## src/rtl/pio_multi_commit_if.sv

```systemverilog
// Avalon-MM slave bus plus the committed-vector valid/ready handshake
// of the multi-channel output port, bundled as one interface.
interface pio_multi_commit_if #(
    parameter int CHANNELS = 4,
    parameter int WIDTH    = 20,
    parameter int ADDR_W   = 4
) ();
    logic [ADDR_W-1:0]         address;
    logic                      chipselect;
    logic                      write_n;
    logic [31:0]               writedata;
    logic [31:0]               readdata;
    logic [CHANNELS*WIDTH-1:0] out_port;
    logic                      out_valid;
    logic                      out_ready;

    // Host/downstream side: drives the bus and the ready line.
    modport master (
        output address, chipselect, write_n, writedata, out_ready,
        input  readdata, out_port, out_valid
    );

    // Port side: decodes the bus and presents the live vector.
    modport slave (
        input  address, chipselect, write_n, writedata, out_ready,
        output readdata, out_port, out_valid
    );
endinterface

```

## src/rtl/pio_multi_commit.sv

```systemverilog
// Multi-channel output PIO with shadow registers and an atomic commit.
// The host fills shadow[], then one commit copies every channel to the
// live outputs at once and holds out_valid until downstream takes it.
module pio_multi_commit #(
    parameter int CHANNELS    = 4,
    parameter int WIDTH       = 20,
    parameter int ADDR_W      = 4,
    parameter int AUTO_COMMIT = 0
) (
    input  logic              clk,
    input  logic              reset_n,
    pio_multi_commit_if.slave bus
);

    typedef enum logic {
        IDLE    = 1'b0,
        PENDING = 1'b1
    } state_t;

    localparam logic [31:0] CTRL_ADDR = 32'(CHANNELS);
    localparam logic [31:0] STAT_ADDR = 32'(CHANNELS + 1);
    localparam logic [31:0] LIVE_BASE = 32'(CHANNELS + 2);
    localparam logic [31:0] LAST_CH   = 32'(CHANNELS - 1);

    logic [WIDTH-1:0] shadow_q [CHANNELS];
    logic [WIDTH-1:0] shadow_d [CHANNELS];
    logic [WIDTH-1:0] live_q   [CHANNELS];
    logic [WIDTH-1:0] live_d   [CHANNELS];
    state_t           state_q, state_d;
    logic             overflow_q, overflow_d;
    logic [15:0]      count_q, count_d;

    logic [31:0] addr32;
    logic        wr;
    logic        ctrl_wr;
    logic        commit_req;
    logic        commit_ok;
    logic        ovf_set;
    logic        ovf_clr;
    logic [31:0] rd;

    // Bus decode: write strobe, commit request and whether it can be taken.
    always_comb begin
        addr32     = 32'(bus.address);
        wr         = bus.chipselect && !bus.write_n;
        ctrl_wr    = wr && (addr32 == CTRL_ADDR);
        commit_req = (ctrl_wr && bus.writedata[0]) ||
                     ((AUTO_COMMIT != 0) && wr && (addr32 == LAST_CH));
        // A pending vector may be replaced only on the edge it is consumed.
        commit_ok  = commit_req && ((state_q == IDLE) || bus.out_ready);
        ovf_set    = commit_req && (state_q == PENDING) && !bus.out_ready;
        ovf_clr    = ctrl_wr && bus.writedata[1];
    end

    // Next-state for shadow/live registers, counter, overflow and FSM.
    always_comb begin
        for (int i = 0; i < CHANNELS; i++) begin
            shadow_d[i] = shadow_q[i];
            if (wr && (addr32 == 32'(i))) begin
                shadow_d[i] = bus.writedata[WIDTH-1:0];
            end
        end

        // Copy from shadow_d so an auto-commit captures the word being
        // written to the last channel in the same cycle.
        for (int i = 0; i < CHANNELS; i++) begin
            live_d[i] = commit_ok ? shadow_d[i] : live_q[i];
        end

        count_d = commit_ok ? count_q + 16'd1 : count_q;

        // Set has priority over a simultaneous clear.
        if (ovf_set) begin
            overflow_d = 1'b1;
        end else if (ovf_clr) begin
            overflow_d = 1'b0;
        end else begin
            overflow_d = overflow_q;
        end

        state_d = state_q;
        case (state_q)
            IDLE:    if (commit_ok) state_d = PENDING;
            PENDING: if (commit_ok)          state_d = PENDING;
                     else if (bus.out_ready) state_d = IDLE;
            default: state_d = IDLE;
        endcase
    end

    // State registers with asynchronous clear of everything.
    always_ff @(posedge clk or negedge reset_n) begin
        if (!reset_n) begin
            for (int i = 0; i < CHANNELS; i++) begin
                shadow_q[i] <= '0;
                live_q[i]   <= '0;
            end
            state_q    <= IDLE;
            overflow_q <= 1'b0;
            count_q    <= 16'd0;
        end else begin
            for (int i = 0; i < CHANNELS; i++) begin
                shadow_q[i] <= shadow_d[i];
                live_q[i]   <= live_d[i];
            end
            state_q    <= state_d;
            overflow_q <= overflow_d;
            count_q    <= count_d;
        end
    end

    // Combinational read mux; unmapped and CTRL addresses read zero.
    always_comb begin
        rd = '0;
        for (int i = 0; i < CHANNELS; i++) begin
            if (addr32 == 32'(i)) begin
                rd[WIDTH-1:0] = shadow_q[i];
            end
            if (addr32 == LIVE_BASE + 32'(i)) begin
                rd[WIDTH-1:0] = live_q[i];
            end
        end
        if (addr32 == STAT_ADDR) begin
            rd = {count_q, 14'd0, overflow_q, state_q == PENDING};
        end
        bus.readdata = rd;
    end

    // Live vector and handshake outputs, straight from the flops.
    always_comb begin
        bus.out_port = '0;
        for (int i = 0; i < CHANNELS; i++) begin
            bus.out_port[i*WIDTH +: WIDTH] = live_q[i];
        end
        bus.out_valid = (state_q == PENDING);
    end

endmodule

```

## src/flat_wrapper.sv

```systemverilog
// flat-port wrapper written by rule: the top's interface ports become plain ports
module pio_multi_commit_flat 
#(
    parameter int CHANNELS    = 4,
    parameter int WIDTH       = 20,
    parameter int ADDR_W      = 4,
    parameter int AUTO_COMMIT = 0
)
  (clk, reset_n, bus_address, bus_chipselect, bus_write_n, bus_writedata, bus_out_ready, bus_readdata, bus_out_port, bus_out_valid);
  pio_multi_commit_if #(.CHANNELS(CHANNELS), .WIDTH(WIDTH), .ADDR_W(ADDR_W)) bus_i ();
  input  logic clk;
  input  logic reset_n;
  input wire logic [$bits(bus_i.address)-1:0] bus_address;
  input wire logic [$bits(bus_i.chipselect)-1:0] bus_chipselect;
  input wire logic [$bits(bus_i.write_n)-1:0] bus_write_n;
  input wire logic [$bits(bus_i.writedata)-1:0] bus_writedata;
  input wire logic [$bits(bus_i.out_ready)-1:0] bus_out_ready;
  output wire logic [$bits(bus_i.readdata)-1:0] bus_readdata;
  output wire logic [$bits(bus_i.out_port)-1:0] bus_out_port;
  output wire logic [$bits(bus_i.out_valid)-1:0] bus_out_valid;
  assign bus_i.address = bus_address;
  assign bus_i.chipselect = bus_chipselect;
  assign bus_i.write_n = bus_write_n;
  assign bus_i.writedata = bus_writedata;
  assign bus_i.out_ready = bus_out_ready;
  assign bus_readdata = bus_i.readdata;
  assign bus_out_port = bus_i.out_port;
  assign bus_out_valid = bus_i.out_valid;
  pio_multi_commit #(.CHANNELS(CHANNELS), .WIDTH(WIDTH), .ADDR_W(ADDR_W), .AUTO_COMMIT(AUTO_COMMIT)) u_core (.clk(clk), .reset_n(reset_n), .bus(bus_i));
endmodule
```

## config.mk

```make
export PLATFORM = sky130hd
export DESIGN_NAME = pio_multi_commit_flat
export DESIGN_NICKNAME = d
export VERILOG_FILES = /design/src/rtl/pio_multi_commit_if.sv /design/src/rtl/pio_multi_commit.sv /design/src/flat_wrapper.sv
export SDC_FILE = /design/constraint.sdc
export NUM_CORES = 1
export LEC_CHECK = 0
export CAP_MARGIN = 20
export CORE_UTILIZATION = 26
export DETAILED_ROUTE_END_ITERATION = 8
export SLEW_MARGIN = 5
export SYNTH_ARGS = -nofsm -noshare
export SYNTH_HDL_FRONTEND = slang
export SYNTH_SLANG_ARGS = --single-unit
```

## constraint.sdc

```tcl
create_clock -name clk -period 5.49 [get_ports clk]
set_input_delay 0.8235 -clock clk [delete_from_list [all_inputs] [get_ports clk]]
set_output_delay 0.8235 -clock clk [all_outputs]
set_load 0.02 [all_outputs]
```

# Word-level counts from Yosys, hierarchy flattened

Index checks and enable logic that the tools add are counted.

Bitwise logic cells: 1
Reduce and logical (&&, ||, !) cells: 16
Equality and inequality tests: 9
Multiplexer cells: 19
Add/sub/neg operators: 1

Operators with widths:

| cell                    | count |
|---|---|
| $mux W20                | 12 |
| $logic_not A32 Y1       | 1 |
| $mux W32                | 1 |
| $add A16 B1 Y16 const B | 1 |
| $eq A4 B3 Y1 const B    | 4 |
| $logic_and A1 B1 Y1     | 11 |
| $eq A4 B2 Y1 const B    | 2 |
| $eq A4 B4 Y1 const B    | 2 |
| $mux W1                 | 5 |
| $eq A4 B1 Y1 const B    | 1 |
| $logic_not A1 Y1        | 2 |
| $pmux W1 S2             | 1 |
| $reduce_bool A2 Y1      | 1 |
| $logic_or A1 B1 Y1      | 1 |
| $not A1 Y1              | 1 |

Output and inout port bits: 113
Register bits: 178

# Longest topological paths before layout

Gate-level depths: netlist of the first run.

Word-level depth: 10
Gate-level depth with buffers: 8

# Worst setup path after synthesis of the first run

Ideal clock, no wire load.

Path type: input -> output
Start: in bus_address[2]
End: out bus_readdata[17]
Arrival time: 2618 ps
Setup slack: 2048 ps
Path buffers: 3
Stages on the path: 7
Required time: 4667 ps
Cell sequence: clkbuf_1 > clkbuf_1 > or4b_2 > clkbuf_1 > o22ai_1 > a31oi_1 > o21ai_0

Longest elaborated chain between the ends: 10

Ends and longest elaborated chain:

| item               | line                    | source |
|---|---|---|
| start: declaration | flat_wrapper.sv:13      | `input wire logic [$bits(bus_i.address)-1:0] bus_address;` |
| $logic_not A32 Y1  | pio_multi_commit.sv:115 | `if (addr32 == 32'(i)) begin` |
| $mux W20           | pio_multi_commit.sv:115 |  |
| $mux W20           | pio_multi_commit.sv:118 | `if (addr32 == LIVE_BASE + 32'(i)) begin` |
| $mux W20           | pio_multi_commit.sv:115 |  |
| $mux W20           | pio_multi_commit.sv:118 |  |
| $mux W20           | pio_multi_commit.sv:115 |  |
| $mux W20           | pio_multi_commit.sv:118 |  |
| $mux W20           | pio_multi_commit.sv:115 |  |
| $mux W20           | pio_multi_commit.sv:118 |  |
| $mux W32 (*)       | pio_multi_commit.sv:122 | `if (addr32 == STAT_ADDR) begin` |
| end: declaration   | flat_wrapper.sv:18      | `output wire logic [$bits(bus_i.readdata)-1:0] bus_readdata;` |

Mark *: on every way between the ends. The rest lies on a longest branch, timed or not.

# Final worst setup path of the first run

Start: in bus_address[1]
End: out bus_readdata[12]

Same word-level chain as after synthesis.

==> results of run 1 <==
power by group through the flow:
stage	Sequential [mW]	Combinational [mW]	Clock, mW
after floorplan	1.63	0.316	0
after global placement	1.60	0.619	0
after detailed placement	1.61	0.629	0
after CTS	1.58	0.631	1.31
after global routing	1.60	0.674	1.37
final	1.59	0.626	1.29
synth_stat cells, types with 7 or more instances:
library cell | n | share of area (%)
o22ai_1 | 7 | 0.51
o211ai_1 | 9 | 0.78
buf_4 | 7 | 0.61
nand2_1 | 37 | 1.6
and3_1 | 21 | 1.5
nor3_1 | 10 | 0.58
o21ai_0 | 29 | 1.7
clkbuf_1 | 29 | 1.3
a2bb2oi_1 | 8 | 0.81
nand4_1 | 7 | 0.51
a21oi_1 | 10 | 0.58
mux2_4 | 40 | 6.9
mux2_2 | 122 | 16
xnor2_1 | 13 | 1.3
dfrtp_1 | 178 | 52
nor2_1 | 19 | 0.83
o221a_2 | 12 | 1.6
buf_2 | 8 | 0.46
a22oi_1 | 26 | 2.3
routing by layer:
metal  up-vias  routed length [um]
li1       2827                   -
met1      3231               11230
met2       208               12870
met3        33                1812
met4         2                 439
met5         -                  12
placed cells by master, fill, tap and decap left out, types with 8 or more instances in the layout:
| master | n |
|---|---|
| dfrtp_1 | 178 |
| clkdlybuf4s50_1 | 138 |
| mux2_2 | 122 |
| mux2_4 | 40 |
| nand2_1 | 37 |
| o21ai_0 | 29 |
| a22oi_1 | 26 |
| and3_1 | 21 |
| buf_4 | 20 |
| nor2_1 | 19 |
| clkbuf_16 | 17 |
| xnor2_1 | 13 |
| o221a_2 | 12 |
| nor3_1 | 10 |
| a21oi_1 | 10 |
| o211ai_1 | 9 |
| a2bb2oi_1 | 8 |
state kept, by name, summed over array words and instances, names as in the netlist:
signal	cells
u_core.count_q	16
u_core.bus.out_valid	1
u_core.bus.out_port	80
u_core.overflow_q	1
u_core.shadow_q	80
cell type report:
| cell class | instances | area, um^2 |
|---|---|---|
| Inverter | 4 | 15.01 |
| Timing Repair Buffer | 164 | 1620 |
| Multi-Input combinational cell | 453 | 3926 |
| Clock inverter | 14 | 173.9 |
| Sequential cell | 178 | 4454 |
| Tap cell | 442 | 553.0 |
| Clock buffer | 18 | 439.2 |
| Antenna cell | 1 | 2.502 |
| Fill cell | 3216 | 21430 |
how the worst max path moves through the flow:
stage / start / endpoint / slack, ns
final: bus_address[1] / bus_readdata[12] / 1.00
after global routing: bus_address[1] / bus_readdata[8] / 0.86
after CTS: bus_address[1] / bus_readdata[12] / 0.95
after detailed placement: bus_address[1] / bus_readdata[13] / 0.96
after global placement: bus_address[1] / bus_readdata[12] / 0.95
after floorplan: bus_address[2] / bus_readdata[17] / 2.05
critical path, delay by kind of cell:
kind / cells / cell delay (ns)
buffers and inverters: 2 / 1.29
and+or+nand+nor: 1 / 0.85
AOI/OAI and AO/OA: 3 / 0.69
metrics by stage:
stage               power, mW  hold slack [ns]  instance area, um^2  instances
finish                  3.497           0.2154                11180       1274
global route            3.644           0.2129                11180       1273
CTS                     3.526           0.4696                11150       1272
detailed placement      2.235           0.4602                10540       1240
global placement        2.221           0.4559                10540       1240
floorplan               1.949           0.4377                 8645        688
cells by family after synthesis:
group | count (synthesis)
xor gates and xnor gates | 17
and+or+nand+nor | 137
muxes | 163
AOI/OAI and AO/OA | 135
DFF | 178
buffers and inverters | 57
adders and majority gates | 1
==> impl_summary.txt, run 1 <==
----------------------------------------------------
[Status]
  Run status ... finished clean

[Critical path]
  Worst Setup End Kind ... primary output
  Cell type with the highest occurrence count on the critical path ... clkdlybuf4s50_1
  Critical register-to-register path endpoint ... u_core.bus.out_port[75]
  Start-to-end type of the worst setup path ... in -> out
  Count of cells along the worst register-to-register path ... 4
  Critical path data required time ... 4.67 ns
  Category of the worst setup path launch point ... primary input
  Largest fanout on the critical path ... 19
  Setup slack on the worst flop-to-flop path ... between 3 and 4 ns
  Highest cell delay on the worst timing path ... around 0.85 ns
  Data arrival at the endpoint of the critical path ... between 3 and 4 ns
  Critical path, cell by cell ... clkdlybuf4s50_1 > and2_1 > a22oi_1 > o211ai_1 > o221a_2 > clkdlybuf4s50_1
  Slowest stage cell on the critical path ... and2_1
  Worst flop-to-flop path startpoint ... u_core.bus.out_valid

[Clocking]
  Post-CTS setup buffer count ... 0
  Number of gates given a new drive strength after cts ... 0
  # hold bufs at CTS ... 0
  Clk buf depth ... 2
  Clk pin slew, worst setup/hold paths ... approximately 0.070 ns
  Clk sinks ... 178
  TritonCTS clock tree ... yes
  Number of buffers inserted during clock tree synthesis ... 17
  Count of H-tree levels built during CTS ... 4
  CTS Root Buffer Type ... clkbuf_16
  Clock insertion delay at the later pin of the skew report ... around 0.43 ns

[Place]
  Final GP Congestion ... approximately 0.8
  Count of input and output buffers ... 141
  Placement Setup Slack ... 0.9594 ns
  Detailed placement HPWL ... around 18000 um

[Layout]
  Net total in the final layout ... 860
  Utilization of the core after routing ... 34.29%
  Share of cells above drive strength 1 ... approximately 29%
  Synth-to-layout area growth ... 29.38%

[Yosys]
  Portion of netlist area occupied by mux cells ... 22.96%
  Synth Area in Simple Gates ... under 10%
  Net count of the mapped netlist ... 730
  Number of standard cells after synthesis ... between 600 and 700
  Synthesized-area fraction occupied by ao, oa, aoi and oai cells ... between 10 and 15%
  Count of synthesis-stage warnings from yosys ... 0
  Adder-Cell Fraction of Synth Area ... less than 1%
  Most used DFF post-synth ... dfrtp_1
  Share of synthesized registers carrying an async set or reset ... between 90% and 100%
  Part of the Yosys area used for sequential elements ... 51.53%
  Cell variety after synth ... 55
  Number of enable flip-flop cells after synthesis ... 0
  XOR/XNOR share of the synthesized area ... approximately 1.7%
  Total standard cell area after synthesis ... approximately 0.0086 mm^2
  Average footprint of a synthesized cell ... between 10 and 15 um^2
  Main combinational cell family by area after synthesis ... multiplexers
  Post-synthesis register bit count ... roughly 180

[STA]
  Tightest slew margin relative to the limit ... between 30 and 40%
  Slack of the critical path ... 1.001 ns
  Transition time of the tightest slew-check pin ... 0.9874 ns
  Ratio of final minimum period to clock period ... just over 80%
  Clock Skew ... just under 0.01 ns
  Setup repair after global routing missed its margin ... no
  Count of endpoints failing hold in the final timing report ... 0
  Pins over their slew limit ... 0
  F_max ... around 220 MHz
  Sum of negative setup slack ... 0 ns
  Finish-stage setup viols ... 0
  Final critical-path required period ... 4.489 ns

[Pwr]
  Net switching fraction of the power ... between 20% and 30%
  Comb pwr share ... between 10% and 20%
  Leakage component of the power ... slightly below 5 nW
  Internal portion of total power ... around 2.5 mW
  Flop pwr share ... between 40% and 50%
  PD cells ... around 310 mW/mm^2
  Clock share of power ... a little under two fifths
  Worst ir drop on vdd ... around 180 uV
  Switching power total ... 0.9601 mW

[Global routing]
  Overall track demand over capacity in global routing ... between 10% and 20%
  Congestion Overflow GR ... 0
  Met2 usage in global routing ... between 20% and 30%
  Antenna violations before repair ... 3
  Vias in the first global route ... around 6500
  Maximum number of pins on one net before global-route repair ... 109
  Global routing usage on met1 ... between 20% and 30%
  Wire length of the first global-routing pass ... between 30000 and 40000 um
  Global route hottest layer ... met2
  Global-route met3 utilization ... about 4.1%

[Route]
  Iteration-0 DRC count of the detailed router ... roughly 390
  Via count of the routed design ... ~6300
  Final routed DRC violation total ... 0
  Mean routed wirelength per cell ... 20.70 um
  First-pass iteration count of the detailed router ... 5
  Detailed-route vias per instance ... 4.946
  Total wire length after detailed routing ... about 26000 um
  Count of nets left with antenna violations after detail routing ... 0

[Run]
  Max-cap violation count ... 0

[Floorplan]
  Starting utilization of the core area ... a little over a quarter
  Vert. Die Dim ... 184.3 um
  Total die area ... about 0.034 mm^2
  Site row count ... between 60 and 70
  Number of primary I/O pins ... approximately 150
  Core area ... around 0.033 mm^2
  DIE WIDTH ... about 180 um

[Hold path]
  Kind of path behind the tightest hold check ... in -> async

----------------------------------------------------
No activity file was read; power rests on OpenSTA's default activity.
==> run 2: changes to the inputs <==
==> constraint.sdc (replaced) <==
create_clock -name clk -period 3.7 [get_ports clk]
set_input_delay 0.555 -clock clk [delete_from_list [all_inputs] [get_ports clk]]
set_output_delay 0.555 -clock clk [all_outputs]
set_load 0.02 [all_outputs]
==> run 2 against run 1 <==
Final cell count increased by 1.1%. Highest routed layer unchanged. Largest cell class unchanged. Setup slack got worse by 0.86 ns. Utilization increased by 0.30 points.
==> impl_summary.txt, run 2 (same netlist as run 1, synthesis figures left out) <==
----------------------------------------------------
[Route]
  Via count of the routed design ... approximately 6400
  Mean routed wirelength per cell ... 20.25 um
  Final routed DRC violation total ... 0
  First-pass iteration count of the detailed router ... 5
  Detailed-route vias per instance ... 4.936
  Total wire length after detailed routing ... about 26000 um
  Iteration-0 DRC count of the detailed router ... about 460
  Count of nets left with antenna violations after detail routing ... 0

[Critical path]
  Critical register-to-register path endpoint ... u_core.bus.out_port[46]
  Critical path, cell by cell ... clkdlybuf4s50_1 > buf_4 > nand2b_1 > or2_2 > o22ai_1 > nor2_1 > clkdlybuf4s50_1
  Start-to-end type of the worst setup path ... in -> out
  Crit path buffers/inverters ... 3
  Cell type with the highest occurrence count on the critical path ... clkdlybuf4s50_1
  Largest fanout on the critical path ... 20
  Category of the worst setup path launch point ... primary input
  Worst flop-to-flop path startpoint ... u_core.bus.out_valid
  Highest cell delay on the worst timing path ... between 0.6 and 0.7 ns
  Setup slack on the worst flop-to-flop path ... about 1.7 ns
  Critical path data required time ... roughly 3.1 ns
  Count of cells along the worst register-to-register path ... 4
  Worst Setup End Kind ... primary output
  Delay-heaviest family, CP ... buffers and inverters
  Slowest stage cell on the critical path ... clkdlybuf4s50_1
  Data arrival at the endpoint of the critical path ... ~3.0 ns

[Pwr]
  Worst ir drop on vdd ... between 300 and 400 uV
  Final Power ... 5.115 mW
  PD cells ... ~450 mW/mm^2
  Clock share of power ... between 30% and 40%
  Flop pwr share ... between 40% and 50%
  Comb pwr share ... a little under a fifth
  Switching power total ... 1.477 mW
  Leakage component of the power ... roughly 5.0 nW
  Internal portion of total power ... 3.638 mW
  Net switching fraction of the power ... 28.87%

[Global routing]
  Maximum number of pins on one net before global-route repair ... slightly below 80
  Vias in the first global route ... about 6500
  Congestion Overflow GR ... 0
  Overall track demand over capacity in global routing ... between 10% and 20%
  Global route hottest layer ... met2
  Global routing usage on met1 ... 19.55%
  Antenna violations before repair ... 4
  Wire length of the first global-routing pass ... around 40000 um
  Global-route met3 utilization ... about 4.8%
  Met2 usage in global routing ... 26.23%

[Floorplan]
  Total die area ... between 0.03 and 0.04 mm^2
  Starting utilization of the core area ... a little over a quarter
  DIE WIDTH ... ~180 um
  Number of primary I/O pins ... roughly 150
  Vert. Die Dim ... 184.3 um
  Site row count ... 66
  Core area ... approximately 0.033 mm^2

[Status]
  Run status ... finished clean

[STA]
  Setup repair after global routing missed its margin ... no
  Tightest slew margin relative to the limit ... between 40 and 50%
  F_max ... 281.1 MHz
  Count of endpoints failing hold in the final timing report ... 0
  Pins over their slew limit ... 0
  Final critical-path required period ... ~3.6 ns
  Finish-stage setup viols ... 0
  Sum of negative setup slack ... 0 ns
  Ratio of final minimum period to clock period ... 96.13%
  Clock Skew ... 0.008002 ns
  Transition time of the tightest slew-check pin ... approximately 0.77 ns

[Place]
  Count of input and output buffers ... ~140
  Final GP Congestion ... between 0.8 and 0.9
  Number of instances in the placed design ... 1253
  Dpl cell area ... roughly 0.011 mm^2
  Detailed placement HPWL ... 17840 um

[Layout]
  Synth-to-layout area growth ... 30.53%
  Utilization of the core after routing ... 34.59%
  Design area ... ~0.011 mm^2
  Share of cells above drive strength 1 ... between 30% and 40%
  Final cell count without fillers ... between 1000 and 1500
  Net total in the final layout ... 872
  Most common cell after layout, fill and taps aside ... dfrtp_1
  Fillers ... between 3000 and 4000
  Commonest cells after routing, fill and taps aside ... dfrtp_1 (178), clkdlybuf4s50_1 (133), mux2_2 (122)

[Clocking]
  Clk pin slew, worst setup/hold paths ... roughly 0.070 ns
  Clk sinks ... 178
  Number of gates given a new drive strength after cts ... 0
  Post-CTS setup buffer count ... 0
  # hold bufs at CTS ... 0
  Clk buf depth ... 2
  CTS Root Buffer Type ... clkbuf_16
  TritonCTS clock tree ... yes
  Number of buffers inserted during clock tree synthesis ... 17
  Count of H-tree levels built during CTS ... 4
  Clock insertion delay at the later pin of the skew report ... 0.43 ns

[Hold path]
  Kind of path behind the tightest hold check ... in -> async

[Run]
  Max-cap violation count ... 0

----------------------------------------------------
[run 2: cell types whose count changed in the layout (fill, tap and decap cells not counted), moves of 3 or more]
cell	previous run	this run
buf_4	20	31
clkdlybuf4s50_1	138	133
dlymetal6s2s_1	0	5
inv_8	0	4
clkinv_2	3	0
[run 2: power groups by stage]
stage | Combinational, mW | Clock (mW) | Sequential, mW
6_report | 0.931 | 1.83 | 2.36
5_1_grt | 1.00 | 1.96 | 2.38
4_1_cts | 0.942 | 1.87 | 2.35
3_5_place_dp | 0.938 | 0 | 2.39
3_3_place_gp | 0.925 | 0 | 2.38
2_1_floorplan | 0.469 | 0 | 2.42
[run 2: routing by layer]
| layer | up-vias | wire length [um] |
|---|---|---|
| met5 | - | 11 |
| met3 | 26 | 1711 |
| li1 | 2857 | - |
| met2 | 181 | 12870 |
| met1 | 3292 | 11140 |
| met4 | 2 | 357 |
[run 2: cell type report]
cell class	count	area, um^2	area share, %
inverters	4	15.01	0.1331
clock inverters	15	166.4	1.475
diodes	3	7.507	0.06653
flip-flops and latches	178	4454	39.48
multi-input cells	453	3934	34.86
repair buffers	176	1728	15.31
clock buffers	17	425.4	3.770
well taps	442	553.0	4.901
[run 2: worst max path at each step]
stage / from / end / slack, ns / cells past startpoint
after floorplan: bus_address[2] / bus_readdata[17] / 0.80 / 7
after global routing: bus_address[3] / bus_readdata[15] / 0.03 / 8
after global placement: bus_address[1] / bus_readdata[1] / 0.05 / 7
after CTS: bus_address[1] / bus_readdata[0] / 0.02 / 7
after detailed placement: bus_address[1] / bus_readdata[0] / 0.02 / 7
final: bus_address[1] / bus_readdata[5] / 0.14 / 7
[run 2: through the flow]
stage	hold slack, ns	worst slack (ns)
floorplan	0.2594	0.7954
global placement	0.4523	0.05493
detailed placement	0.4597	0.01574
CTS	0.1803	0.01572
global route	0.1909	0.03214
finish	0.1434	0.1431
==> run 3: changes to the inputs <==
--- a/config.mk
+++ b/config.mk
@@ -8,6 +8,7 @@
 export CAP_MARGIN = 20
 export CORE_UTILIZATION = 26
 export DETAILED_ROUTE_END_ITERATION = 8
+export DONT_BUFFER_PORTS = 1
 export SLEW_MARGIN = 5
 export SYNTH_ARGS = -nofsm -noshare
 export SYNTH_HDL_FRONTEND = slang
==> run 3 against run 2 <==
The flow now finishes with violations (hold timing). Flip-flop and latch count is the same. Maximum frequency grew 28%. Sequential power grew 4%. Largest cell class unchanged. Via count shrank 10%. Non-clock buffer count shrank 154. Critical path type unchanged. Sequential share of layout area grew 6.2 points. Count of clock-buffer cells in the layout grew 3. Combinational power shrank 43%. Final area shrank 14%. Die area is the same. Critical path depth shrank 2.
==> impl_summary.txt, run 3 (same netlist as run 1, synthesis figures left out) <==
----------------------------------------------------
[Critical path]
  Worst flop-to-flop path startpoint ... u_core.bus.out_valid
  Critical path data required time ... between 3 and 4 ns
  Worst Setup End Kind ... primary output
  Crit path launch ... bus_address[1]
  Largest fanout on the critical path ... 37
  Data arrival at the endpoint of the critical path ... roughly 2.2 ns
  Critical register-to-register path endpoint ... u_core.bus.out_port[30]
  Start-to-end type of the worst setup path ... in -> out
  Category of the worst setup path launch point ... primary input
  Count of cells along the worst register-to-register path ... 5
  Setup slack on the worst flop-to-flop path ... between 1 and 1.5 ns
  Destination of the critical timing path ... bus_readdata[17]

[Place]
  Detailed placement HPWL ... 16940 um
  Final GP Congestion ... a little over 0.8
  Dpl cell area ... roughly 0.0092 mm^2
  Count of input and output buffers ... 0

[Layout]
  Synth-to-layout area growth ... 12.88%
  Antenna diode count ... 0
  Commonest cells after routing, fill and taps aside ... dfrtp_1 (178), mux2_2 (122), mux2_4 (40)
  Fillers ... about 3300
  Utilization of the core after routing ... approximately 30%
  Most common cell after layout, fill and taps aside ... dfrtp_1
  Design area ... 0.009758 mm^2
  Share of cells above drive strength 1 ... about a third
  Net total in the final layout ... between 700 and 800

[Pwr]
  Comb pwr share ... between 10% and 20%
  Internal portion of total power ... ~3.6 mW
  PD cells ... around 500 mW/mm^2
  Net switching fraction of the power ... between 20 and 30%
  Switching power total ... around 1.3 mW
  Clock share of power ... between 30% and 40%
  Flop pwr share ... about half
  Leakage component of the power ... roughly 4.3 nW
  Worst ir drop on vdd ... approximately 300 uV

[Global routing]
  Overall track demand over capacity in global routing ... roughly 15%
  Maximum number of pins on one net before global-route repair ... approximately 180
  Vias in the first global route ... 5883
  Congestion Overflow GR ... 0
  Wire length of the first global-routing pass ... between 30000 and 40000 um
  Antenna violations before repair ... 0

[STA]
  Final critical-path required period ... between 2 and 3 ns
  Tightest slew margin relative to the limit ... 32.80%
  Sum of negative setup slack ... 0 ns
  Ratio of final minimum period to clock period ... about 75%
  F_max ... 358.5 MHz
  Finish-stage setup viols ... 0
  Setup repair after global routing missed its margin ... no
  Pins over their slew limit ... 0
  Transition time of the tightest slew-check pin ... around 1.0 ns
  Count of endpoints failing hold in the final timing report ... between 150 and 200
  Final-layout worst hold slack ... -0.1753 ns
  Clock Skew ... around 0.010 ns

[Clocking]
  Clk buf depth ... 2
  TritonCTS clock tree ... yes
  Number of buffers inserted during clock tree synthesis ... 17
  Post-CTS setup buffer count ... 0
  Count of H-tree levels built during CTS ... 4
  Number of gates given a new drive strength after cts ... 0
  CTS Root Buffer Type ... clkbuf_16
  Clk sinks ... roughly 180
  Clk pin slew, worst setup/hold paths ... 0.07 ns
  Clock insertion delay at the later pin of the skew report ... 0.44 ns

[Run]
  Max-cap violation count ... 0

[Route]
  Count of nets left with antenna violations after detail routing ... 0
  Final routed DRC violation total ... 0
  Mean routed wirelength per cell ... approximately 22 um
  Total wire length after detailed routing ... 25380 um
  First-pass iteration count of the detailed router ... 7
  Detailed-route vias per instance ... 5.044
  Via count of the routed design ... approximately 5700
  Iteration-0 DRC count of the detailed router ... between 400 and 500

[Status]
  Run status ... finished, violations left
  Violated checks ... hold timing

[Floorplan]
  Number of primary I/O pins ... 154
  Core area ... roughly 0.033 mm^2
  Total die area ... about 0.034 mm^2
  Starting utilization of the core area ... roughly a quarter
  Vert. Die Dim ... approximately 180 um
  Site row count ... 66
  DIE WIDTH ... 184.3 um

[Hold path]
  Kind of path behind the tightest hold check ... in -> async

----------------------------------------------------
[run 3: cell types whose count changed in the layout (fill, tap and decap cells not counted), sizes merged]
cell | previous run | this run
clkinvlp | 3 | 1
dlymetal6s2s | 5 | 0
clkbuf | 17 | 20
diode | 3 | 0
bufinv | 1 | 4
clkinv | 3 | 5
clkdlybuf4s50 | 133 | 0
buf | 38 | 22
inv | 12 | 4
[run 3: worst min-delay path by stage]
| stage | to | slack (ns) |
|---|---|---|
| 6_report | u_core.count_q[6] | -0.18 |
| 5_1_grt | u_core.count_q[14] | -0.20 |
| 4_1_cts | u_core.count_q[6] | -0.20 |
| 3_5_place_dp | u_core.count_q[11] | 0.27 |
| 3_3_place_gp | u_core.count_q[15] | 0.27 |
| 2_1_floorplan | u_core.bus.out_port[0] | 0.26 |
[run 3: cell type report]
cell class	instances	area (um^2)	area share, %
Clock inverter	10	160.2	1.641
Inverter	4	15.01	0.1539
Multi-Input combinational cell	453	3926	40.24
Clock buffer	20	446.7	4.578
Timing Repair Buffer	22	202.7	2.077
Tap cell	442	553.0	5.667
Sequential cell	178	4454	45.65
[run 3: metal layers]
layer	vias to the layer above	track usage, %	part of all wire, %
met5	-	0	0
met2	164	24.42	48
met1	2979	19.19	43
li1	2531	-	-
met3	21	5.868	8.1
met4	0	4.033	1.2
[run 3: metrics by stage]
stage               instances  power [mW]  setup WS [ns]
global route             1129       5.102         0.7779
detailed placement       1099       3.033         0.9283
finish                   1129       4.898         0.9105
CTS                      1129       4.949         0.9647
global placement         1099       3.015         0.9319
floorplan                 688       2.892         0.7954
[run 3: worst max-delay path, cell delays in order]
cell	delay, ns
or4b_2	0.81
o22ai_1	0.22
a31oi_1	0.07
o21ai_0	0.34
buf_4	0.22
[run 3: power groups by stage]
stage / clock [mW] / combinational (mW) / sequential, mW
global route: 2.02 / 0.584 / 2.50
CTS: 1.95 / 0.536 / 2.47
floorplan: 0 / 0.469 / 2.42
detailed placement: 0 / 0.533 / 2.50
finish: 1.90 / 0.535 / 2.46
global placement: 0 / 0.521 / 2.49
